==> config.mk <==
export PLATFORM = sky130hd
export DESIGN_NAME = eeprom_boot_sequencer_flat
export DESIGN_NICKNAME = d
export VERILOG_FILES = /design/src/rtl/eeprom_boot_sequencer_if.sv /design/src/rtl/eeprom_boot_sequencer.sv /design/src/flat_wrapper.sv
export SDC_FILE = /design/constraint.sdc
export NUM_CORES = 1
export LEC_CHECK = 0
export CORE_MARGIN = 4
export CORE_UTILIZATION = 40
export DETAILED_ROUTE_END_ITERATION = 7
export PLACE_DENSITY_LB_ADDON = 0.25
export REMOVE_ABC_BUFFERS = 1
export SYNTH_ARGS = -nofsm -noshare
export SYNTH_HDL_FRONTEND = slang
export SYNTH_SLANG_ARGS = --single-unit
==> constraint.sdc <==
create_clock -name CLK -period 3.15 [get_ports CLK]
set_input_delay 0.315 -clock CLK [delete_from_list [all_inputs] [get_ports CLK]]
set_output_delay 0.315 -clock CLK [all_outputs]
set_load 0.1 [all_outputs]
==> src/rtl/eeprom_boot_sequencer_if.sv <==
// Bootstrap bus shared between the boot sequencer, the parallel EEPROM and the KPU lookup SRAMs.
// The master side is the sequencer: it owns addresses, data and strobes and reads EEPROM_DATA.
interface eeprom_boot_sequencer_if;
    logic [17:0] EEPROM_ADDR;
    logic [7:0]  EEPROM_DATA;
    logic        EEPROM_N_OE;
    logic [16:0] ADDR;
    logic [7:0]  DATA;
    logic [1:0]  CONTROL_LANE;
    logic        CONTROL_N_WE;
    logic        MLU_SLICE_N_WE;
    logic        MLU_LOOKAHEAD_N_WE;
    logic        N_BOOTED;

    // No valid/ready handshake on this bus: the EEPROM is read with a fixed access time
    // (EEPROM_N_OE low for EEPROM_LATENCY cycles) and each SRAM byte is written by a
    // one-cycle active-low strobe followed by one cycle of address/data hold.
    modport master (
        output EEPROM_ADDR, EEPROM_N_OE, ADDR, DATA, CONTROL_LANE,
        output CONTROL_N_WE, MLU_SLICE_N_WE, MLU_LOOKAHEAD_N_WE, N_BOOTED,
        input  EEPROM_DATA
    );

    modport slave (
        input  EEPROM_ADDR, EEPROM_N_OE, ADDR, DATA, CONTROL_LANE,
        input  CONTROL_N_WE, MLU_SLICE_N_WE, MLU_LOOKAHEAD_N_WE, N_BOOTED,
        output EEPROM_DATA
    );
endinterface

==> src/rtl/eeprom_boot_sequencer.sv <==
// Power-on loader: copies the EEPROM boot image byte by byte into microcode, MLU slice and
// MLU lookahead SRAMs, holding N_BOOTED high until the last byte has been written.
module eeprom_boot_sequencer #(
    parameter int CTRL_DEPTH      = 12,
    parameter int SLICE_DEPTH     = 12,
    parameter int LOOKAHEAD_DEPTH = 17,
    parameter int EEPROM_LATENCY  = 2
) (
    input  logic                     CLK,
    input  logic                     RST,
    eeprom_boot_sequencer_if.master  bus,
    output logic [2:0]               state_dbg
);
    localparam int unsigned C_INT = 4 << CTRL_DEPTH;
    localparam int unsigned S_INT = 1 << SLICE_DEPTH;
    localparam int unsigned L_INT = 1 << LOOKAHEAD_DEPTH;
    localparam int unsigned T_INT = C_INT + S_INT + L_INT;
    localparam logic [17:0] C_B    = 18'(C_INT);
    localparam logic [17:0] CS_B   = 18'(C_INT + S_INT);
    localparam logic [17:0] T_LAST = 18'(T_INT - 1);
    localparam int LAT_W = (EEPROM_LATENCY > 1) ? $clog2(EEPROM_LATENCY) : 1;
    localparam logic [LAT_W-1:0] LAT_LAST = LAT_W'(EEPROM_LATENCY - 1);

    typedef enum logic [2:0] {
        ST_START = 3'd0,
        ST_READ  = 3'd1,
        ST_WRITE = 3'd2,
        ST_HOLD  = 3'd3,
        ST_DONE  = 3'd4
    } state_t;

    state_t           state, state_d;
    logic [17:0]      b, b_d;
    logic [LAT_W-1:0] lat_cnt, lat_d;
    logic [17:0]      eeprom_addr, eeprom_addr_d;
    logic             n_oe, n_oe_d;
    logic [16:0]      addr, addr_d;
    logic [7:0]       data, data_d;
    logic [1:0]       lane, lane_d;
    logic             ctrl_n_we, ctrl_n_we_d;
    logic             slice_n_we, slice_n_we_d;
    logic             look_n_we, look_n_we_d;
    logic             n_booted, n_booted_d;

    always_ff @(posedge CLK) begin
        if (RST) begin
            state       <= ST_START;
            b           <= '0;
            lat_cnt     <= '0;
            eeprom_addr <= '0;
            n_oe        <= 1'b1;
            addr        <= '0;
            data        <= '0;
            lane        <= '0;
            ctrl_n_we   <= 1'b1;
            slice_n_we  <= 1'b1;
            look_n_we   <= 1'b1;
            n_booted    <= 1'b1;
        end else begin
            state       <= state_d;
            b           <= b_d;
            lat_cnt     <= lat_d;
            eeprom_addr <= eeprom_addr_d;
            n_oe        <= n_oe_d;
            addr        <= addr_d;
            data        <= data_d;
            lane        <= lane_d;
            ctrl_n_we   <= ctrl_n_we_d;
            slice_n_we  <= slice_n_we_d;
            look_n_we   <= look_n_we_d;
            n_booted    <= n_booted_d;
        end
    end

    // Outputs are decoded from the next state and registered, so every pin is a flop output.
    always_comb begin
        state_d       = state;
        b_d           = b;
        lat_d         = lat_cnt;
        eeprom_addr_d = eeprom_addr;
        n_oe_d        = 1'b1;
        addr_d        = addr;
        data_d        = data;
        lane_d        = lane;
        ctrl_n_we_d   = 1'b1;
        slice_n_we_d  = 1'b1;
        look_n_we_d   = 1'b1;

        case (state)
            ST_START: begin
                state_d = ST_READ;
                lat_d   = '0;
            end
            ST_READ: begin
                if (lat_cnt == LAT_LAST) begin
                    state_d = ST_WRITE;
                    data_d  = bus.EEPROM_DATA;
                end else begin
                    lat_d = lat_cnt + 1'b1;
                end
            end
            ST_WRITE: state_d = ST_HOLD;
            ST_HOLD: begin
                if (b == T_LAST) begin
                    state_d = ST_DONE;
                end else begin
                    state_d = ST_READ;
                    b_d     = b + 18'd1;
                    lat_d   = '0;
                end
            end
            ST_DONE: state_d = ST_DONE;
            default: state_d = ST_START;
        endcase

        if (state_d == ST_READ) begin
            eeprom_addr_d = b_d;
            n_oe_d        = 1'b0;
        end

        // Region select: ADDR restarts at zero at each region boundary.
        if (state_d == ST_WRITE) begin
            if (b_d < C_B) begin
                addr_d      = 17'(b_d >> 2);
                lane_d      = b_d[1:0];
                ctrl_n_we_d = 1'b0;
            end else if (b_d < CS_B) begin
                addr_d       = 17'(b_d - C_B);
                slice_n_we_d = 1'b0;
            end else begin
                addr_d      = 17'(b_d - CS_B);
                look_n_we_d = 1'b0;
            end
        end

        n_booted_d = (state_d != ST_DONE);
    end

    assign bus.EEPROM_ADDR        = eeprom_addr;
    assign bus.EEPROM_N_OE        = n_oe;
    assign bus.ADDR               = addr;
    assign bus.DATA               = data;
    assign bus.CONTROL_LANE       = lane;
    assign bus.CONTROL_N_WE       = ctrl_n_we;
    assign bus.MLU_SLICE_N_WE     = slice_n_we;
    assign bus.MLU_LOOKAHEAD_N_WE = look_n_we;
    assign bus.N_BOOTED           = n_booted;
    assign state_dbg              = state;
endmodule

==> src/flat_wrapper.sv <==
// flat-port wrapper written by rule: the top's interface ports become plain ports
module eeprom_boot_sequencer_flat 
#(
    parameter int CTRL_DEPTH      = 12,
    parameter int SLICE_DEPTH     = 12,
    parameter int LOOKAHEAD_DEPTH = 17,
    parameter int EEPROM_LATENCY  = 2
)
  (CLK, RST, state_dbg, bus_EEPROM_ADDR, bus_EEPROM_N_OE, bus_ADDR, bus_DATA, bus_CONTROL_LANE, bus_CONTROL_N_WE, bus_MLU_SLICE_N_WE, bus_MLU_LOOKAHEAD_N_WE, bus_N_BOOTED, bus_EEPROM_DATA);
  eeprom_boot_sequencer_if bus_i ();
  input  logic CLK;
  input  logic RST;
  output logic [2:0] state_dbg;
  output wire logic [$bits(bus_i.EEPROM_ADDR)-1:0] bus_EEPROM_ADDR;
  output wire logic [$bits(bus_i.EEPROM_N_OE)-1:0] bus_EEPROM_N_OE;
  output wire logic [$bits(bus_i.ADDR)-1:0] bus_ADDR;
  output wire logic [$bits(bus_i.DATA)-1:0] bus_DATA;
  output wire logic [$bits(bus_i.CONTROL_LANE)-1:0] bus_CONTROL_LANE;
  output wire logic [$bits(bus_i.CONTROL_N_WE)-1:0] bus_CONTROL_N_WE;
  output wire logic [$bits(bus_i.MLU_SLICE_N_WE)-1:0] bus_MLU_SLICE_N_WE;
  output wire logic [$bits(bus_i.MLU_LOOKAHEAD_N_WE)-1:0] bus_MLU_LOOKAHEAD_N_WE;
  output wire logic [$bits(bus_i.N_BOOTED)-1:0] bus_N_BOOTED;
  input wire logic [$bits(bus_i.EEPROM_DATA)-1:0] bus_EEPROM_DATA;
  assign bus_EEPROM_ADDR = bus_i.EEPROM_ADDR;
  assign bus_EEPROM_N_OE = bus_i.EEPROM_N_OE;
  assign bus_ADDR = bus_i.ADDR;
  assign bus_DATA = bus_i.DATA;
  assign bus_CONTROL_LANE = bus_i.CONTROL_LANE;
  assign bus_CONTROL_N_WE = bus_i.CONTROL_N_WE;
  assign bus_MLU_SLICE_N_WE = bus_i.MLU_SLICE_N_WE;
  assign bus_MLU_LOOKAHEAD_N_WE = bus_i.MLU_LOOKAHEAD_N_WE;
  assign bus_N_BOOTED = bus_i.N_BOOTED;
  assign bus_i.EEPROM_DATA = bus_EEPROM_DATA;
  eeprom_boot_sequencer #(.CTRL_DEPTH(CTRL_DEPTH), .SLICE_DEPTH(SLICE_DEPTH), .LOOKAHEAD_DEPTH(LOOKAHEAD_DEPTH), .EEPROM_LATENCY(EEPROM_LATENCY)) u_core (.CLK(CLK), .RST(RST), .bus(bus_i), .state_dbg(state_dbg));
endmodule
==> key figures, run 1 <==
Clocking
  – CTS clk-pin slew, worst paths: 70 ps
  – Clk buf depth: 2
  – Cts hold-fix bufs: 0
  – CTS sink cnt: 72
  – Total CTS buffers: 9
  – Htree depth: 3
  – CTS tree: done
  – Root buf cell: clkbuf_8
  – Clk Latency, worst-skew pair: 350 ps

Placement
  – # port buffers: 62
  – Hpwl dp: 5040 um
  – Area after DPL: 3880 um2
  – Pre-CTS WS: 109 ps
  – Gpl congestion: 0.816

Synthesis
  – Synth warn: 0
  – Yosys cell types: 54
  – Async S/R FF share, synth: 0%
  – Syn Inst Count: 372
  – Mapped cell area: 3190 um2
  – Top post-synthesis cells by area: dfxtp_1, nand2_1, nor2_1
  – Post-synth top area cell: dfxtp_1
  – #FFs+latches synth: 72
  – Ys flop type: dfxtp_1
  – Share of the synthesized area in the top cell type: 45.2%
  – Sequential area share after synthesis: 45.2%
  – Number of flops mapped to enable cells by yosys: 0
  – Synthesized area per cell: 8.57 um2

GRT
  – GRT overflow: 0
  – Gr usage total: 16.2%
  – Largest net degree at the start of global routing: 42
  – Initial antenna violation count: 0
  – Vias in the first global route: 2751
  – First-pass GRT wire length: 12700 um

Critical path
  – Critical path depth: 10
  – Crit path DAT: 3180 ps
  – Required time worst endpoint: 3420 ps
  – Worst Setup SP: u_core.b[12]
  – Critical path, cell by cell: and3_1, or3b_4, or3_4, and2_2, ha_1, nand2b_1, o2111ai_2, mux2i_1, a21oi_1, nor3_1
  – CP max-delay cell: dfxtp_1
  – Max FO, Critical Path: 9
  – CP Capture Type: register
  – Crit path buf inv count: 0
  – RR Endpoint: u_core.bus.ADDR[13]
  – CP peak stage delay: 470 ps
  – R2R cell count: 10
  – Startpoint types: register
  – Setup Crit Path Kind: reg -> reg
  – R2R Setup Slk: 240 ps
  – Reg-to-Reg Start: u_core.b[12]
  – Worst path top cell family by delay: simple AND/OR/NAND/NOR gates
  – CP Capture Point: u_core.bus.ADDR[13]

Pwr
  – Combinational power share: 15.1%
  – Clock power share: 36.0%
  – P_int: 1.38 mW
  – Sw Ratio: 28.6%
  – Peak VDD IR: 0.355 mV
  – Switch Pwr: 553 uW
  – Pwr Density: 472 nW/um2
  – Tot Pwr: 1.94 mW
  – Seq pwr share: 48.8%
  – Static Leak: 1.56 nW

Drt
  – Final antenna-violating net count: 0
  – Routed length per instance: 13.8 um
  – Vias: 2764
  – Pre-antenna DRT Iters: 4
  – Via/cell ratio: 5.16
  – DRT iter0 DRCs: 171
  – Drt total wl: 7420 um
  – # DRC: 0

Floorplanning
  – Die Area: 9470 um2
  – Die extent in x: 97.3 um
  – Die Span Y: 97.3 um
  – Row cnt: 32
  – Initial core utilization: 41.3%
  – Core ar.: 7730 um2
  – Num ports: 63

Final layout
  – Layout cells sized above 1: 12.0%
  – Final Util: 53.1%
  – Diode count: 0
  – Design area: 4100 um2
  – Area growth, synth to finish: 28.6%
  – Commonest non-fill, non-tap cells in the layout: dfxtp_1, clkdlybuf4s50_1, nand2_1, nor2_1, a21oi_1
  – Final nets: 444
  – Commonest non-fill, non-tap cell in the layout: dfxtp_1

Timing
  – Final Hold Violating Endpoints: 0
  – Slew Viols, Final: 0
  – Setup violators final: 0
  – Hold Slack: 299 ps
  – Max_slew headroom: 34.1%
  – Final setup skew: 8.33 ps
  – Max frequency: 344 MHz
  – Worst-margin pin slew: 985 ps
  – Setup WS post-layout: 244 ps
  – Final min period: 2910 ps
  – Fin crit share: 92.3%

Worst hold path
  – Min-Delay Path Class: in -> reg

Run
  – Max Cap Viol: 0

Status
  – Outcome: completed
## routing by layer
layer  vias to the layer above  share of wire [%]  track usage, %
met3                        13                3.9            4.24
li1                       1412                  -               -
met5                         -                  0               0
met2                        53                 47            26.4
met1                      1286                 47            20.2
met4                         0                2.5            7.35
## layout make-up
type | instances | area, um2
fillers | 719 | 3630
clock inverters | 4 | 45.0
well taps | 102 | 128
inverters | 2 | 7.51
repair buffers | 73 | 691
clock buffers | 11 | 141
flip-flops and latches | 72 | 1440
multi-input cells | 272 | 1650
## power by group through the flow
stage / clock [mW] / sequential, mW / combinational [mW]
final: 0.697 / 0.945 / 0.293
after global routing: 0.759 / 0.948 / 0.308
after CTS: 0.718 / 0.945 / 0.295
after detailed placement: 0 / 0.966 / 0.294
after global placement: 0 / 0.966 / 0.293
after floorplan: 0 / 1.12 / 0.0510
## cell usage after synthesis (all sizes together), types with 3 or more instances
| cell type | number |
|---|---|
| mux2i | 6 |
| xor2 | 4 |
| xnor2 | 13 |
| nor2b | 3 |
| a21oi | 28 |
| o21ai | 11 |
| buf | 10 |
| nand2 | 54 |
| and3 | 4 |
| a211oi | 19 |
| or3 | 3 |
| nand3b | 3 |
| ha | 4 |
| nor3 | 8 |
| clkbuf | 16 |
| a311oi | 4 |
| nor2 | 54 |
| dfxtp | 72 |
| o21a | 3 |
| a31oi | 4 |
| nand3 | 15 |
| o211ai | 3 |
| and4 | 3 |
## logic make-up (layout without fill, tap and decap cells)
| kind of cell | after synthesis | in the layout | share of synthesized area (%) |
|---|---|---|---|
| AND/OR/NAND/NOR | 159 | 159 | 23.8 |
| adder cells (fa/ha/maj) | 4 | 4 | 1.57 |
| AO/OA/AOI/OAI | 85 | 85 | 18.3 |
| flip-flops | 72 | 72 | 45.2 |
| multiplexers | 7 | 7 | 2.24 |
| XOR/XNOR | 17 | 17 | 4.67 |
| buffers and inverters | 28 | 90 | 4.24 |
## registers in the layout, indices dropped and copies added, names as in the netlist, 2 cells and up
name,count
u_core.b,18
u_core.bus.ADDR,17
u_core.bus.CONTROL_LANE,2
u_core.bus.DATA,8
u_core.bus.EEPROM_ADDR,18
u_core.state_dbg,3
## worst register-to-register path: cells and delay by family, from the launching register on
kind,cells,cell delay [ps]
mux,1,200
flops,1,470
compound gates,2,310
fa+ha+maj,1,220
simple gates,6,1630
## worst min path at each step
stage	startpoint	end	slack, ps	depth (start not counted)
final	RST	u_core.bus.DATA[6]	300	2
after global routing	RST	u_core.bus.DATA[0]	310	2
after CTS	RST	u_core.bus.DATA[6]	290	2
after detailed placement	u_core.bus.ADDR[12]	u_core.bus.ADDR[12]	440	2
after global placement	u_core.bus.ADDR[12]	u_core.bus.ADDR[12]	440	2
after floorplan	RST	u_core.bus.ADDR[16]	380	1
## per-stage QoR
stage | std cells | setup TNS (ps)
final | 536 | 0
after global routing | 536 | -26.9
after CTS | 535 | 0
after detailed placement | 520 | 0
after global placement | 520 | 0
after floorplan | 346 | -3180
## repair_timing
item | 4_1_cts | 5_1_grt
endpoints found under the setup margin | 0 | 10
buffers inserted | 0 | 1
resized for setup | 0 | 8
(Power assumes the default switching activity.)
==> inputs of run 2 (changes only) <==
--- a/config.mk
+++ b/config.mk
@@ -7,6 +7,7 @@
 export LEC_CHECK = 0
 export CORE_MARGIN = 4
 export CORE_UTILIZATION = 40
+export CTS_BUF_LIST = sky130_fd_sc_hd__clkbuf_2
 export DETAILED_ROUTE_END_ITERATION = 7
 export PLACE_DENSITY_LB_ADDON = 0.25
 export REMOVE_ABC_BUFFERS = 1
==> run 2 against run 1 <==
Non-clock buffer count did not move; first-iteration DRC count up 5.8%; combinational power hardly changed; worst hold slack got worse by 160 ps; global-route usage is 0.38 points lower; critical path type unchanged; critical endpoint unchanged; sequential cell count unchanged; routed wire length is 0.88% lower; largest power group unchanged.
==> key figures, run 2 (synthesis gave the netlist of run 1 again) <==
Final layout
  – Commonest non-fill, non-tap cells in the layout: dfxtp_1, clkdlybuf4s50_1, nand2_1, nor2_1, a21oi_1 (unchanged)
  – Commonest non-fill, non-tap cell in the layout: dfxtp_1 (unchanged)
  – Final nets: 444 (unchanged)
  – Area growth, synth to finish: 26.0% (was 28.6%)
  – Diode count: 0 (unchanged)
  – Final Util: 52.0% (was 53.1%)
  – Layout cells sized above 1: 12.9% (was 12.0%)
  – Fillers: 716 (was 719)

Timing
  – Worst-margin pin slew: 987 ps (was 985 ps)
  – Setup violators final: 0 (unchanged)
  – Final setup skew: 24.4 ps (was 8.33 ps)
  – Max_slew headroom: 34.0% (was 34.1%)
  – RSZ-0062 raised after global routing: no
  – Max frequency: 345 MHz (was 344 MHz)
  – Final min period: 2890 ps (was 2910 ps)
  – Fin crit share: 91.9% (was 92.3%)
  – Final Hold Violating Endpoints: 0 (unchanged)
  – Slew Viols, Final: 0 (unchanged)

Critical path
  – Required time worst endpoint: 3570 ps (was 3420 ps)
  – Max FO, Critical Path: 9 (unchanged)
  – Crit path DAT: 3320 ps (was 3180 ps)
  – CP Capture Type: register (unchanged)
  – Startpoint types: register (unchanged)
  – Setup Crit Path Kind: reg -> reg (unchanged)

Clocking
  – Htree depth: 3 (unchanged)
  – Root buf cell: clkbuf_2 (was clkbuf_8)
  – Clk Latency, worst-skew pair: 490 ps (was 350 ps)
  – CTS clk-pin slew, worst paths: 190 ps (was 70 ps)
  – CTS tree: done (unchanged)
  – Clk buf depth: 2 (unchanged)
  – Total CTS buffers: 9 (unchanged)
  – CTS sink cnt: 72 (unchanged)

Pwr
  – Peak VDD IR: 0.263 mV (was 0.355 mV)
  – Pwr Density: 426 nW/um2 (was 472 nW/um2)
  – Tot Pwr: 1.71 mW (was 1.94 mW)
  – Static Leak: 1.53 nW (was 1.56 nW)

Placement
  – Hpwl dp: 5040 um (unchanged)
  – # port buffers: 62 (unchanged)
  – Gpl congestion: 0.816 (unchanged)

Drt
  – Routed length per instance: 13.7 um (was 13.8 um)
  – Drt total wl: 7350 um (was 7420 um)
  – Final antenna-violating net count: 0 (unchanged)
  – # DRC: 0 (unchanged)
  – DR WL met3: 296 um (was 291 um)
  – Met2 Wirelength: 3470 um (was 3480 um)
  – Vias: 2771 (was 2764)
  – Met1 wire length: 3430 um (was 3460 um)
  – Uppermost layer routed: met4 (unchanged)
  – Pre-antenna DRT Iters: 4 (unchanged)
  – DRT iter0 DRCs: 181 (was 171)
  – Via/cell ratio: 5.17 (was 5.16)

Worst hold path
  – Min-Delay Path Class: in -> reg (unchanged)

Floorplanning
  – Die Area: 9470 um2 (unchanged)
  – Row cnt: 32 (unchanged)
  – Initial core utilization: 41.3% (unchanged)
  – Die Span Y: 97.3 um (unchanged)
  – Core ar.: 7730 um2 (unchanged)
  – Die extent in x: 97.3 um (unchanged)
  – Num ports: 63 (unchanged)

GRT
  – Initial antenna violation count: 0 (unchanged)
  – First-pass GRT wire length: 12500 um (was 12700 um)
  – Vias in the first global route: 2714 (was 2751)
  – GRT overflow: 0 (unchanged)
  – Largest net degree at the start of global routing: 42 (unchanged)
  – Gr usage total: 15.9% (was 16.2%)

Run
  – Max Cap Viol: 0 (unchanged)

Status
  – Outcome: completed (unchanged)
run 2: changes by cell type in the layout (fill, tap and decap cells not counted):
| cell | change |
|---|---|
| clkbuf_1 | -1 |
| clkbuf_2 | +10 |
| clkbuf_8 | -10 |
| clkinv_1 | +1 |
| dfxtp_1 | -3 |
| dfxtp_2 | +3 |
| ha_1 | -1 |
| ha_2 | +1 |
run 2: where the power goes:
group,leakage (nW),switching [mW],internal [mW]
Clock,0.0690,0.297,0.176
Combinational,0.876,0.222,0.0708
Sequential,0.586,0.0122,0.934
run 2: layer usage:
layer / track usage [%] / up-vias
li1: - / 1414
met1: 20.0 / 1282
met2: 26.1 / 62
met3: 3.37 / 13
met5: 0 / -
met4: 6.92 / 0
run 2: path summary, 6_finish.rpt:
path | from | end | slack, ps | cells past startpoint
hold reg to reg | u_core.bus.ADDR[12] | u_core.bus.ADDR[12] | 460 | 2
setup reg to reg | u_core.b[6] | u_core.bus.ADDR[13] | 260 | 10
setup / recovery | u_core.b[6] | u_core.bus.ADDR[13] | 260 | 10
hold / removal | RST | u_core.bus.DATA[7] | 140 | 2
run 2: metrics by stage:
step           hold slack [ps]  area (um2)  TNS [ps]  setup WS (ps)  instances
2_1_floorplan              380        3060     -3180           -312        346
5_1_grt                    110        4020         0           11.4        536
3_3_place_gp               439        3880         0            223        520
4_1_cts                   94.5        3980         0           53.8        535
3_5_place_dp               440        3880         0            109        520
6_report                   138        4020         0            255        536
run 2: layout make-up:
type	instances	area (um2)	area share, %
Inverter	2	7.51	0.187
Clock buffer	10	50.0	1.24
Clock inverter	5	48.8	1.21
Multi-Input combinational cell	272	1650	41.0
Timing Repair Buffer	73	691	17.2
Tap cell	102	128	3.17
Sequential cell	72	1450	36.0
run 2: repair_timing:
action / in CTS / in global routing
resized for setup: 0 / 12
setup endpoints to repair: 0 / 11
setup buffers: 0 / 1
hold buffers: 0 / 0
run 2: worst max-delay path, stage by stage (launching register included):
cell	delay [ps]
dfxtp_2	420
nand4_1	210
or3b_4	500
or3_4	350
and2_2	280
ha_1	220
nand2b_1	160
o2111ai_2	230
mux2i_1	200
a21oi_1	80
nor3_1	180
==> inputs of run 3 (changes only) <==
--- a/config.mk
+++ b/config.mk
@@ -7,7 +7,7 @@
 export LEC_CHECK = 0
 export CORE_MARGIN = 4
 export CORE_UTILIZATION = 40
-export CTS_BUF_LIST = sky130_fd_sc_hd__clkbuf_2
+export CTS_BUF_LIST = sky130_fd_sc_hd__clkbuf_4 sky130_fd_sc_hd__clkbuf_8
 export DETAILED_ROUTE_END_ITERATION = 7
 export PLACE_DENSITY_LB_ADDON = 0.25
 export REMOVE_ABC_BUFFERS = 1
==> run 3 against run 2 <==
Critical endpoint unchanged; sequential power about the same; clock-buffer cell count increased by 1; largest power group unchanged; clock skew decreased by 15 ps; die area unchanged; sequential cell count unchanged; sequential share of layout area decreased by 0.84 points; register-to-register slack about the same; first-iteration DRC count decreased by 20%.
==> key figures, run 3 (synthesis gave the netlist of run 1 again) <==
Floorplanning
  – Initial core utilization: 41.3% (unchanged)
  – Die Span Y: 97.3 um (unchanged)
  – Die extent in x: 97.3 um (unchanged)
  – Die Area: 9470 um2 (unchanged)
  – Num ports: 63 (unchanged)
  – Row cnt: 32 (unchanged)
  – Core ar.: 7730 um2 (unchanged)

Placement
  – # port buffers: 62 (unchanged)
  – Area after DPL: 3880 um2 (unchanged)
  – Hpwl dp: 5040 um (unchanged)
  – Post-Place Cells: 520 (unchanged)
  – Gpl congestion: 0.816 (unchanged)

Critical path
  – CP Capture Type: register (unchanged)
  – Reg-to-Reg Start: u_core.b[12] (was u_core.b[6])
  – Max FO, Critical Path: 9 (unchanged)
  – RR Endpoint: u_core.bus.ADDR[13] (unchanged)
  – Worst path top cell family by delay: simple AND/OR/NAND/NOR gates (unchanged)
  – Crit path buf inv count: 0 (unchanged)
  – R2R Setup Slk: 240 ps (was 260 ps)
  – Setup Crit Path Kind: reg -> reg (unchanged)
  – CP max-delay cell: dfxtp_1 (was or3b_4)
  – Crit path DAT: 3180 ps (was 3320 ps)
  – Critical path, cell by cell: and3_1, or3b_4, or3_4, and2_2, ha_1, nand2b_1, o2111ai_2, mux2i_1, a21oi_1, nor3_1 (was nand4_1, or3b_4, or3_4, and2_2, ha_1, nand2b_1, o2111ai_2, mux2i_1, a21oi_1, nor3_1)
  – CP peak stage delay: 470 ps (was 500 ps)
  – Startpoint types: register (unchanged)
  – R2R cell count: 10 (unchanged)
  – Required time worst endpoint: 3420 ps (was 3570 ps)

Clocking
  – Total CTS buffers: 9 (unchanged)
  – CTS sink cnt: 72 (unchanged)
  – Clk Latency, worst-skew pair: 350 ps (was 490 ps)
  – CTS clk-pin slew, worst paths: 70 ps (was 190 ps)
  – Root buf cell: clkbuf_8 (was clkbuf_2)
  – CTS tree: done (unchanged)
  – Clk buf depth: 2 (unchanged)
  – Htree depth: 3 (unchanged)

Pwr
  – Tot Pwr: 1.94 mW (was 1.71 mW)
  – Peak VDD IR: 0.355 mV (was 0.263 mV)
  – Pwr Density: 473 nW/um2 (was 426 nW/um2)
  – Static Leak: 1.57 nW (was 1.53 nW)

Drt
  – Routed length per instance: 13.9 um (was 13.7 um)
  – Vias: 2765 (was 2771)
  – DRT iter0 DRCs: 144 (was 181)
  – Via/cell ratio: 5.16 (was 5.17)
  – # DRC: 0 (unchanged)
  – Final antenna-violating net count: 0 (unchanged)
  – Pre-antenna DRT Iters: 4 (unchanged)
  – Drt total wl: 7430 um (was 7350 um)

Final layout
  – Diode count: 0 (unchanged)
  – Area growth, synth to finish: 28.7% (was 26.0%)
  – Final nets: 444 (unchanged)
  – Layout cells sized above 1: 12.2% (was 12.9%)
  – Commonest non-fill, non-tap cells in the layout: dfxtp_1, clkdlybuf4s50_1, nand2_1, nor2_1, a21oi_1 (unchanged)
  – Design area: 4110 um2 (was 4020 um2)
  – Post-route insts no fill: 536 (unchanged)
  – Commonest non-fill, non-tap cell in the layout: dfxtp_1 (unchanged)

Timing
  – Setup violators final: 0 (unchanged)
  – Final Hold Violating Endpoints: 0 (unchanged)
  – Final min period: 2910 ps (was 2890 ps)
  – Fin crit share: 92.3% (was 91.9%)
  – Max frequency: 344 MHz (was 345 MHz)
  – Final setup skew: 9.20 ps (was 24.4 ps)
  – Worst-margin pin slew: 985 ps (was 987 ps)
  – Slew Viols, Final: 0 (unchanged)
  – Max_slew headroom: 34.1% (was 34.0%)

Worst hold path
  – Min-Delay Path Class: in -> reg (unchanged)
  – Hold Path Depth: 2 (unchanged)
  – Hold endpoint: u_core.bus.DATA[6] (was u_core.bus.DATA[7])
  – HP Start: RST (unchanged)

GRT
  – GRT overflow: 0 (unchanged)
  – First-pass GRT wire length: 12700 um (was 12500 um)
  – Initial antenna violation count: 0 (unchanged)
  – Gr usage total: 16.3% (was 15.9%)
  – Vias in the first global route: 2756 (was 2714)
  – Largest net degree at the start of global routing: 42 (unchanged)

Status
  – Outcome: completed (unchanged)

Run
  – Max Cap Viol: 0 (unchanged)
run 3: cell count changes in the layout (fill, tap and decap cells not counted), sizes merged:
cell / delta
clkbuf: +1
clkinv: -1
run 3: metrics by stage:
step                hold WS [ps]  setup WS (ps)  setup TNS (ps)  utilization [%]
finish                       299            244               0             53.1
global route                 311          -26.9           -26.9             53.1
CTS                          292           71.8               0             52.6
detailed placement           440            109               0             50.2
global placement             439            223               0             50.2
floorplan                    380           -312           -3180                -
run 3: final cells by class:
type / instances / area (um2)
clock buffer: 11 / 145
clock inverter: 4 / 45.0
fill: 718 / 3620
inverter: 2 / 7.51
multi-input combinational: 272 / 1650
sequential: 72 / 1440
tap: 102 / 128
timing repair buffer: 73 / 691
run 3: power breakdown:
group	internal, mW	switching, mW	leakage (nW)
Sequential	0.933	0.0124	0.584
Combinational	0.0708	0.222	0.879
Clock	0.388	0.318	0.102
Total	1.39	0.552	1.57
run 3: worst max-delay path by stage:
stage / startpoint / slack (ps) / depth (start not counted) / endpoint
after global routing: u_core.b[0] / -30 / 12 / u_core.bus.ADDR[13]
after floorplan: u_core.state_dbg[0] / -310 / 6 / u_core.bus.ADDR[15]
final: u_core.b[12] / 240 / 10 / u_core.bus.ADDR[13]
after CTS: u_core.b[0] / 70 / 12 / u_core.bus.ADDR[13]
after global placement: u_core.b[0] / 220 / 12 / u_core.bus.ADDR[13]
after detailed placement: u_core.b[0] / 110 / 12 / u_core.bus.ADDR[13]
run 3: worst register-to-register path, stage by stage (launching register included):
cell       delay [ps]
dfxtp_1           470
and3_1            230
or3b_4            430
or3_4             350
and2_2            280
ha_1              220
nand2b_1          160
o2111ai_2         230
mux2i_1           200
a21oi_1            80
nor3_1            180
run 3: per-layer routing:
metal | part of all wire, % | track usage (%) | up-vias
met1 | 46 | 20.2 | 1286
met2 | 47 | 26.5 | 55
met5 | 0 | 0 | -
met3 | 4.1 | 4.24 | 13
met4 | 2.4 | 7.35 | 0
li1 | - | - | 1411
run 3: timing repair:
action | CTS | global route
endpoints found under the setup margin | 0 | 10
setup buffers | 0 | 1
hold buffers | 0 | 0
resized for setup | 0 | 8
